**src/rtl/sbit_tap_loader_pkg.sv**
```systemverilog
// Shared constants and FSM encoding for the s-bit IDELAY tap loader.
package sbit_tap_loader_pkg;
    localparam int NCH_DEFAULT = 192;
    localparam int TAP_W       = 5;
    localparam int ADDR_W      = 8;

    typedef enum logic [2:0] {
        ST_IDLE,
        ST_WAIT_RDY,
        ST_READ,
        ST_STROBE,
        ST_SETTLE,
        ST_DONE
    } state_t;
endpackage

```
**src/rtl/sbit_tap_loader_if.sv**
```systemverilog
// Tap-table configuration bus: write port, readback port and write-refusal flag.
interface sbit_tap_loader_if;
    import sbit_tap_loader_pkg::*;

    logic              tap_wr_en;
    logic [ADDR_W-1:0] tap_wr_addr;
    logic [TAP_W-1:0]  tap_wr_data;
    logic [ADDR_W-1:0] tap_rd_addr;
    logic [TAP_W-1:0]  tap_rd_data;
    logic              wr_reject;

    modport master (
        output tap_wr_en, tap_wr_addr, tap_wr_data, tap_rd_addr,
        input  tap_rd_data, wr_reject
    );

    modport slave (
        input  tap_wr_en, tap_wr_addr, tap_wr_data, tap_rd_addr,
        output tap_rd_data, wr_reject
    );
endinterface

```
**src/rtl/tap_table_ram.sv**
```systemverilog
// NCH x TAP_W tap table: one write port, registered sequencer and readback read ports.
module tap_table_ram
    import sbit_tap_loader_pkg::*;
#(
    parameter int NCH = NCH_DEFAULT
) (
    input  logic              clock,
    input  logic              reset,
    input  logic              wr_en,
    input  logic [ADDR_W-1:0] wr_addr,
    input  logic [TAP_W-1:0]  wr_data,
    input  logic [ADDR_W-1:0] seq_addr,
    output logic [TAP_W-1:0]  seq_data,
    input  logic [ADDR_W-1:0] rb_addr,
    output logic [TAP_W-1:0]  rb_data
);
    localparam logic [ADDR_W-1:0] NCH_A = ADDR_W'(NCH);

    logic [TAP_W-1:0] mem [NCH];

    // Out-of-range addresses read as zero; writes arrive pre-qualified.
    always_ff @(posedge clock) begin
        if (reset) begin
            for (int i = 0; i < NCH; i++) mem[i] <= '0;
            seq_data <= '0;
            rb_data  <= '0;
        end else begin
            if (wr_en && wr_addr < NCH_A) mem[wr_addr] <= wr_data;
            seq_data <= (seq_addr < NCH_A) ? mem[seq_addr] : '0;
            rb_data  <= (rb_addr  < NCH_A) ? mem[rb_addr]  : '0;
        end
    end
endmodule

```
**src/rtl/sbit_tap_loader.sv**
```systemverilog
// Sequences per-channel IDELAY tap loads from the tap table while holding the
// frame aligners in reset.
//
//   state    | meaning
//   IDLE     | table writable, waiting for start / auto start
//   WAIT_RDY | waiting for idelay_ready, bounded by RDY_TIMEOUT
//   READ     | table[ch] registered onto cntvalue
//   STROBE   | ld[ch] high for one cycle
//   SETTLE   | aligners held in reset after the last load
//   DONE     | one-cycle done pulse
module sbit_tap_loader
    import sbit_tap_loader_pkg::*;
#(
    parameter int NCH           = NCH_DEFAULT,
    parameter int SETTLE_CYCLES = 16,
    parameter int RDY_TIMEOUT   = 1024,
    parameter int AUTO_START    = 1
) (
    input  logic                 clock,
    input  logic                 reset,
    input  logic                 idelay_ready,
    input  logic                 start,
    sbit_tap_loader_if.slave     tap_bus,
    output logic [TAP_W-1:0]     cntvalue,
    output logic [NCH-1:0]       ld,
    output logic                 aligner_reset,
    output logic                 busy,
    output logic                 done,
    output logic                 rdy_timeout
);
    localparam int                TW      = 16;
    localparam logic [ADDR_W-1:0] LAST_CH = ADDR_W'(NCH - 1);
    localparam logic [ADDR_W-1:0] NCH_A   = ADDR_W'(NCH);

    state_t            state;
    logic [ADDR_W-1:0] ch;
    logic [TW-1:0]     timer;
    logic              auto_pend;
    logic [NCH-1:0]    ld_q;
    logic              wr_ok;
    logic [ADDR_W-1:0] seq_addr;
    logic [TAP_W-1:0]  seq_data;

    assign wr_ok = tap_bus.tap_wr_en && (state == ST_IDLE) && (tap_bus.tap_wr_addr < NCH_A);

    // Pre-fetch the next channel during STROBE so READ has its value ready.
    assign seq_addr = (state == ST_STROBE) ? ch + 1'b1 : ch;

    // A falling ready must kill the strobe in the same cycle it falls.
    assign ld = idelay_ready ? ld_q : '0;

    tap_table_ram #(.NCH(NCH)) u_table (
        .clock    (clock),
        .reset    (reset),
        .wr_en    (wr_ok),
        .wr_addr  (tap_bus.tap_wr_addr),
        .wr_data  (tap_bus.tap_wr_data),
        .seq_addr (seq_addr),
        .seq_data (seq_data),
        .rb_addr  (tap_bus.tap_rd_addr),
        .rb_data  (tap_bus.tap_rd_data)
    );

    always_ff @(posedge clock) begin
        if (reset) begin
            state             <= ST_IDLE;
            ch                <= '0;
            timer             <= '0;
            auto_pend         <= (AUTO_START != 0);
            cntvalue          <= '0;
            ld_q              <= '0;
            aligner_reset     <= 1'b1;
            busy              <= 1'b0;
            done              <= 1'b0;
            rdy_timeout       <= 1'b0;
            tap_bus.wr_reject <= 1'b0;
        end else begin
            done              <= 1'b0;
            ld_q              <= '0;
            tap_bus.wr_reject <= tap_bus.tap_wr_en && !wr_ok;
            case (state)
                ST_IDLE: begin
                    auto_pend     <= 1'b0;
                    aligner_reset <= 1'b0;
                    busy          <= 1'b0;
                    if (start || auto_pend) begin
                        if (start) rdy_timeout <= 1'b0;
                        state         <= ST_WAIT_RDY;
                        ch            <= '0;
                        timer         <= TW'(RDY_TIMEOUT - 1);
                        aligner_reset <= 1'b1;
                        busy          <= 1'b1;
                    end
                end
                ST_WAIT_RDY: begin
                    if (idelay_ready) begin
                        state <= ST_READ;
                    end else if (timer == '0) begin
                        rdy_timeout   <= 1'b1;
                        state         <= ST_IDLE;
                        busy          <= 1'b0;
                        aligner_reset <= 1'b0;
                    end else begin
                        timer <= timer - 1'b1;
                    end
                end
                ST_READ: begin
                    state    <= ST_STROBE;
                    cntvalue <= seq_data;
                    ld_q[ch] <= 1'b1;
                end
                ST_STROBE: begin
                    if (ch == LAST_CH) begin
                        state <= ST_SETTLE;
                        // Loaded one above SETTLE_CYCLES: done lands 2*NCH+SETTLE_CYCLES+3 after start.
                        timer <= TW'(SETTLE_CYCLES + 1);
                    end else begin
                        ch    <= ch + 1'b1;
                        state <= ST_READ;
                    end
                end
                ST_SETTLE: begin
                    if (timer == '0) begin
                        state         <= ST_DONE;
                        done          <= 1'b1;
                        aligner_reset <= 1'b0;
                    end else begin
                        timer <= timer - 1'b1;
                    end
                end
                ST_DONE: begin
                    state <= ST_IDLE;
                    busy  <= 1'b0;
                end
                default: state <= ST_IDLE;
            endcase

            if (!idelay_ready && (state == ST_READ || state == ST_STROBE || state == ST_SETTLE)) begin
                state         <= ST_WAIT_RDY;
                ch            <= '0;
                ld_q          <= '0;
                timer         <= TW'(RDY_TIMEOUT - 1);
                done          <= 1'b0;
                aligner_reset <= 1'b1;
            end
        end
    end
endmodule

```
**src/flat_wrapper.sv**
```systemverilog
// flat-port wrapper written by rule: the top's interface ports become plain ports
module sbit_tap_loader_flat import sbit_tap_loader_pkg::*;
#(
    parameter int NCH           = NCH_DEFAULT,
    parameter int SETTLE_CYCLES = 16,
    parameter int RDY_TIMEOUT   = 1024,
    parameter int AUTO_START    = 1
)
  (clock, reset, idelay_ready, start, cntvalue, ld, aligner_reset, busy, done, rdy_timeout, tap_bus_tap_wr_en, tap_bus_tap_wr_addr, tap_bus_tap_wr_data, tap_bus_tap_rd_addr, tap_bus_tap_rd_data, tap_bus_wr_reject);
  sbit_tap_loader_if tap_bus_i ();
  input  logic clock;
  input  logic reset;
  input  logic idelay_ready;
  input  logic start;
  output logic [TAP_W-1:0] cntvalue;
  output logic [NCH-1:0] ld;
  output logic aligner_reset;
  output logic busy;
  output logic done;
  output logic rdy_timeout;
  input wire logic [$bits(tap_bus_i.tap_wr_en)-1:0] tap_bus_tap_wr_en;
  input wire logic [$bits(tap_bus_i.tap_wr_addr)-1:0] tap_bus_tap_wr_addr;
  input wire logic [$bits(tap_bus_i.tap_wr_data)-1:0] tap_bus_tap_wr_data;
  input wire logic [$bits(tap_bus_i.tap_rd_addr)-1:0] tap_bus_tap_rd_addr;
  output wire logic [$bits(tap_bus_i.tap_rd_data)-1:0] tap_bus_tap_rd_data;
  output wire logic [$bits(tap_bus_i.wr_reject)-1:0] tap_bus_wr_reject;
  assign tap_bus_i.tap_wr_en = tap_bus_tap_wr_en;
  assign tap_bus_i.tap_wr_addr = tap_bus_tap_wr_addr;
  assign tap_bus_i.tap_wr_data = tap_bus_tap_wr_data;
  assign tap_bus_i.tap_rd_addr = tap_bus_tap_rd_addr;
  assign tap_bus_tap_rd_data = tap_bus_i.tap_rd_data;
  assign tap_bus_wr_reject = tap_bus_i.wr_reject;
  sbit_tap_loader #(.NCH(NCH), .SETTLE_CYCLES(SETTLE_CYCLES), .RDY_TIMEOUT(RDY_TIMEOUT), .AUTO_START(AUTO_START)) u_core (.clock(clock), .reset(reset), .idelay_ready(idelay_ready), .start(start), .tap_bus(tap_bus_i), .cntvalue(cntvalue), .ld(ld), .aligner_reset(aligner_reset), .busy(busy), .done(done), .rdy_timeout(rdy_timeout));
endmodule
```
**config.mk**
```make
export PLATFORM = sky130hd
export DESIGN_NAME = sbit_tap_loader_flat
export DESIGN_NICKNAME = d
export VERILOG_FILES = /design/src/rtl/sbit_tap_loader_pkg.sv /design/src/rtl/sbit_tap_loader_if.sv /design/src/rtl/tap_table_ram.sv /design/src/rtl/sbit_tap_loader.sv /design/src/flat_wrapper.sv
export SDC_FILE = /design/constraint.sdc
export NUM_CORES = 2
export LEC_CHECK = 0
export ABC_CLOCK_PERIOD_IN_PS = 4500
export CAP_MARGIN = 30
export CORE_MARGIN = 2
export CORE_UTILIZATION = 50
export DETAILED_ROUTE_END_ITERATION = 8
export PLACE_DENSITY = 0.66
export SYNTH_ARGS = -nofsm -noshare
export SYNTH_HDL_FRONTEND = slang
export SYNTH_SLANG_ARGS = --single-unit
export TNS_END_PERCENT = 50
```
**constraint.sdc**
```tcl
create_clock -name clock -period 4.5 [get_ports clock]
set_input_delay 0.9 -clock clock [delete_from_list [all_inputs] [get_ports clock]]
set_output_delay 0.9 -clock clock [all_outputs]
set_load 0.02 [all_outputs]
```
-- Word level (Yosys, flattened, before mapping)
Memory sizes are Yosys's and may differ from the RTL's. A register that Yosys moved wholly into a read port is not among the register bits.
Cells that the tools add are included.
- register bits: 230
- bits in latches: 0
- bits in writable memories: 960
- memory bits (read-only): 0
- bits of input ports: 26
- logic and storage cells: 118
- memories kept: 1
- $add $sub $neg: 2
- multiply operators: 0
- div/mod/pow operators: 0
- order comparisons: 5
- equality and inequality tests: 19
- shift operators: 0
- mux-type cells: 41
- bitwise operators: 4
- reductions and logical operators: 33
- memory list (memory ; depth ; width ; rd ports ; clocked after memory_dff ; write ports ; RTL line ; RTL):
    u_core.u_table.mem ; 192 ; 5 ; 2 ; 2 ; 192 ; tap_table_ram.sv:19 ; logic [TAP_W-1:0] mem [NCH];
- operator list (kind ; count):
    two-way mux 192 bit ; 1
    two-way mux 16 bit ; 4
    case mux 16 bit (4 select lines) ; 1
    two-way mux 8 bit ; 4
    less-than comparator 8 bit (second input constant) ; 3
    two-way mux 1 bit ; 18
    logical NOT 16 bit ; 1
    case mux 8 bit (2 select lines) ; 1
    subtractor 16 x 1 -> 16 bit (second input constant) ; 1
    two-way mux 3 bit ; 5
    case mux 3 bit (5 select lines) ; 1
    AND reduction 3 bit ; 4
    two-way mux 10 bit ; 1
    != test 2 bit (second input constant) ; 5
    less-than comparator 8 x 9 -> 1 bit (second input constant) ; 1
    != test 3 x 2 -> 1 bit (second input constant) ; 3
    adder 8 x 1 -> 8 bit (second input constant) ; 1
    demux 1 bit (select 8 bit) ; 1
    == test 8 bit (second input constant) ; 1
    greater-or-equal comparator 8 x 1 -> 1 bit (second input constant) ; 1
    AND reduction 4 bit ; 2
    == test 3 x 2 -> 1 bit (second input constant) ; 2
    == test 3 bit (second input constant) ; 2
    logical AND 1 bit ; 6
    20 further kinds ; 34

-- Logic depth before layout (Yosys ltp)
- depth in word-level cells: 9
- depth in mapped cells: 19
- mapped depth without buffers: 11

-- Modules after synthesis
A second synthesis with hierarchy kept.
- cell total of the unflattened synthesis: 4620
- area, all modules: 61863.1 µm²
- by module, submodules not included (module ; instances ; cells each ; area an instance (µm²)):
    tap_table_ram ; 1 ; 3663 ; 53435.0
    sbit_tap_loader ; 1 ; 957 ; 8428.1

-- Worst setup path after synthesis
Ideal clock, no wire load.
- kind: register -> register
- from: register u_core.ch[1]
- to: register u_core.u_table.seq_data[1] (read register of u_core.u_table.mem)
- arrival: 3.338 ns
- slack: 1.029 ns
- cell stages (with the launch flop): 19
- clock period less this slack: 3.471 ns
- path through: dfxtp_1 -> clkbuf_1 -> clkbuf_1 -> inv_1 -> ha_1 -> and4b_1 -> buf_6 -> a21o_1 -> buf_6 -> buf_12 -> buf_6 -> buf_6 -> buf_4 -> a221oi_1 -> a31oi_1 -> o221ai_1 -> o22ai_1 -> a22oi_1 -> o311ai_1
- word-level cells in the longest chain between the ends: 5
- RTL lines (item ; RTL line ; RTL):
    start, declared ; sbit_tap_loader.sv:36 ; logic [ADDR_W-1:0] ch;
    start signal, assigned ; sbit_tap_loader.sv:118 ; ch <= ch + 1'b1;
    adder 8 x 1 -> 8 bit ; sbit_tap_loader.sv:47 ; assign seq_addr = (state == ST_STROBE) ? ch + 1'b1 : ch;
    two-way mux 8 bit (*) ; sbit_tap_loader.sv:47 ;
    less-than comparator 8 bit ; tap_table_ram.sv:29 ; seq_data <= (seq_addr < NCH_A) ? mem[seq_addr] : '0;
    NOT 1 bit (no source line) ; n/a ;
    OR reduction 2 bit (no source line) ; n/a ;
    end, declared ; tap_table_ram.sv:13 ; output logic [TAP_W-1:0] seq_data,
Every way passes the cells marked *; elsewhere a longest branch is shown, timed or not.
A chain may end at the register's enable or synchronous reset.

-- Worst setup path in the final report
- from: register u_core.ch[0]
- to: register u_core.u_table.seq_data[0] (read register of u_core.u_table.mem)
The elaborated chain is that of the path after synthesis.

==> flow_metrics.tcl <==
set metrics [dict create \
    status "complete, no violations" \
    synth.largest_area_cell "edfxtp_1" \
    synthArstFlopShare_pct 0 \
    n_fill_cell 9970 \
    clkPwrFrac_pct 42.7 \
    syn_area_sq_mm 0.0616 \
    die_h_microns 355 \
    h-tree-depth 4 \
    cap_violations 0 \
    path_class "register to register" \
    drive_gt1_share_pct 17.1 \
    tightest_slew_ns 1.14 \
    drv_slew 0 \
    p_comb_share_pct 8.6 \
    nNetsFinal 5400 \
    synthesis.nets 5313 \
    setup_viol 0 \
    numCtsBuffers 131 \
    ys_ff_latch 1200 \
    sw_frac_of_total_pct 24.3 \
    cp-end-kind "register" \
    post_cts_resized 0 \
    hold_path.startpoint "u_core.cntvalue[0]$_SDFFE_PP0P_" \
    synthTopCellsByArea "edfxtp_1 (47%), mux4_2 (15%), dfxtp_1 (7.8%)" \
    tns_ns 0 \
    drc 0 \
    cts.sinks 1200 \
    post-dp-hpwl_microns 159000 \
    die_w_microns 355 \
    ys_seq_area_share_pct 54.6 \
    std_cell_rows 128 \
    gp_congestion 1.01 \
    slowest_delay_ns 0.83 \
    synth-main-ff-cell "edfxtp_1" \
    crit_arrival_ns 5.08 \
    utilization_pct 58.0 \
    p_seq_share_pct 48.7 \
    dr.pass1.iters 7 \
    max_freq_ghz 0.225 \
    hold_violations 0 \
    vdd_ir_drop_max_uv 425 \
    clk_pin_slew_ns 0.06 \
    whs_endpoint "u_core.cntvalue[0]$_SDFFE_PP0P_" \
    relSlewSlack_pct 23.7 \
    cp_num_buf_inv 3 \
    rsz0062_at_grt "no" \
    mostFrequentLayoutCell "edfxtp_1" \
    track_usage_pct 36.9 \
    synth_edf_count 960 \
    crit_slowest_cell "mux2i_1" \
    vias_per_cell 6.77 \
    drt-wirelength-per-cell_microns 33.0 \
    hold_class "register to register" \
    mostFrequentLayoutCells "edfxtp_1 (960), nor2_1 (825), nand2_1 (598), mux4_2 (399), and2_1 (341)" \
    antenna_found_initial 11 \
    required_ns 5.14 \
    cts_tree "yes" \
    routed_wl_microns 235000 \
    rrSetupSlack_ns 0.05 \
    area_growth_pct 15.0 \
    path_max_fanout 52 \
    clk_latency_ns 0.79 \
    grt_pass1_vias 45500 \
    p_sw_mw 6.28 \
    pwr_density_cell_mw_per_mm2 364 \
    vias 48100 \
    root_buffer "clkbuf_16" \
    timing.rr.end "u_core.u_table.seq_data[0]$_SDFF_PP0_" \
    avgSynthCellArea_sq_um 11.7 \
    hold_depth 2 \
    initial_utilization_pct 50.5 \
    r2r-start "u_core.ch[0]$_SDFFE_PP0P_" \
    num_io_pins 233 \
    grt-ovfl-total 0 \
    port_buffers 232 \
    fin_crit_sh_pct 98.8 \
    finClkSkew_ns 0.0331 \
    synth_top_area_share_pct 46.8 \
    cts_setup_buffers 0 \
    leakagePower_nw 25.8 \
    min_period_ns 4.45 \
    core_sq_mm 0.122 \
    grt_max_degree 72 \
    internal_power_mw 19.5 \
    ant_nets 0 \
    syn_inst 5281 \
    synth-warning-count 0 \
    cp_top_family "compound AO/OA/AOI/OAI gates" \
    path_cells "inv_1, ha_1, and4b_1, a21o_4, buf_12, mux2i_1, a32oi_1, a31oi_1, nor4_1, buf_4, o2111ai_1, o211ai_1" \
    clock_path_buffers 3 \
    die_area_sq_mm 0.126 \
    yosys.cell_types.count 80 \
    hold_buffers 0 \
    grt_pass1_wl_microns 331000 \
    start_kind "register" \
    ff2ff_path_depth 12 \
    drtIter0Drc 8237 \
]
[state kept, by name, indices dropped and copies added, names as in the netlist]
signal and cells:
u_core.done 1, u_core.auto_pend 1, u_core.timer 16, u_core.ld_q 192, u_core.state 3, u_core.u_table.rb_data 5
u_core.aligner_reset 1, u_core.u_table.seq_data 5, u_core.u_table.mem 960, u_core.busy 1, u_core.cntvalue 5, u_core.ch 8
u_core.rdy_timeout 1, u_core.tap_bus.wr_reject 1
[routing by layer]
layer	vias up	GRT usage [%]	wire length (microns)
met4	8	21.4	15500
li1	19600	-	-
met5	-	0	55
met3	789	11.1	31900
met1	23600	47.6	83300
met2	4030	55.3	104000
[kinds of logic after synthesis]
| kind of cell | count (synthesis) | share of synthesized area (%) |
|---|---|---|
| buffers and inverters | 535 | 3.74 |
| and+or+nand+nor | 2442 | 18.7 |
| adders and majority gates | 6 | 0.122 |
| xor gates and xnor gates | 16 | 0.227 |
| muxes | 470 | 15.7 |
| DFF | 1200 | 54.6 |
| AOI/OAI and AO/OA | 612 | 6.90 |
[power by group through the flow]
stage / Clock (mW) / Sequential (mW) / Combinational (mW)
2_1_floorplan: 0 / 12.6 / 1.36
3_3_place_gp: 0 / 12.8 / 2.14
3_5_place_dp: 0 / 12.8 / 2.16
4_1_cts: 11.0 / 12.5 / 2.16
5_1_grt: 11.5 / 12.6 / 2.30
6_report: 11.0 / 12.6 / 2.23
[worst reg2reg max path, stage by stage (launching register included)]
cell and delay [ns]:
dfxtp_1 0.52, inv_1 0.18, ha_1 0.31, and4b_1 0.25, a21o_4 0.54, buf_12 0.37, mux2i_1 0.86, a32oi_1 0.16
a31oi_1 0.40, nor4_1 0.14, buf_4 0.18, o2111ai_1 0.22, o211ai_1 0.16
[final cells by class]
| cell class | count | area [sq um] | share of cell area (%) |
|---|---|---|---|
| Sequential cell | 1200 | 33600 | 47.5 |
| Multi-Input combinational cell | 3546 | 26000 | 36.7 |
| Timing Repair Buffer | 465 | 4730 | 6.68 |
| Clock buffer | 168 | 3560 | 5.03 |
| Tap cell | 1625 | 2030 | 2.87 |
| Clock inverter | 69 | 756 | 1.07 |
| Inverter | 24 | 90.1 | 0.127 |
| Antenna cell | 7 | 17.5 | 0.0247 |
[through the flow]
stage	worst slack, ns	total power [mW]	instances	hold slack (ns)	instance area (sq um)
floorplan	1.03	14.0	5281	0.417	61600
global placement	0.252	14.9	6855	0.442	66400
detailed placement	0.193	14.9	6858	0.448	66500
CTS	0.150	25.7	7095	0.458	70800
global route	0.0437	26.4	7098	0.470	70800
finish	0.0531	25.8	7104	0.456	70800
[Yosys cell counts (18+ instances only)]
library cell / n
nor2b_1: 35
a22oi_1: 31
a21oi_1: 147
and3_1: 288
buf_2: 84
a32oi_1: 25
nand3_1: 143
nor3_1: 38
mux2i_1: 66
and2_1: 341
mux4_2: 399
nand4_1: 44
a21o_1: 168
nand2_1: 600
or2_2: 32
a221oi_1: 18
buf_4: 20
dfxtp_1: 240
inv_1: 24
nor2_1: 847
o21ai_0: 25
edfxtp_1: 960
clkbuf_1: 377
o22ai_1: 18
a211oi_1: 33
a31oi_1: 43
[worst max-delay path by stage]
stage	start	slack, ns	endpoint	cells after the start
floorplan	u_core.ch[1]$_SDFFE_PP0P_	1.03	u_core.u_table.seq_data[1]$_SDFF_PP0_	18
global placement	u_core.ch[0]$_SDFFE_PP0P_	0.25	u_core.u_table.seq_data[4]$_SDFF_PP0_	12
detailed placement	u_core.ch[0]$_SDFFE_PP0P_	0.19	u_core.u_table.seq_data[4]$_SDFF_PP0_	12
CTS	u_core.ch[0]$_SDFFE_PP0P_	0.15	u_core.u_table.seq_data[4]$_SDFF_PP0_	12
global route	u_core.ch[0]$_SDFFE_PP0P_	0.04	u_core.u_table.seq_data[0]$_SDFF_PP0_	12
finish	u_core.ch[0]$_SDFFE_PP0P_	0.05	u_core.u_table.seq_data[0]$_SDFF_PP0_	12
Power figures use the tool's default switching activity.
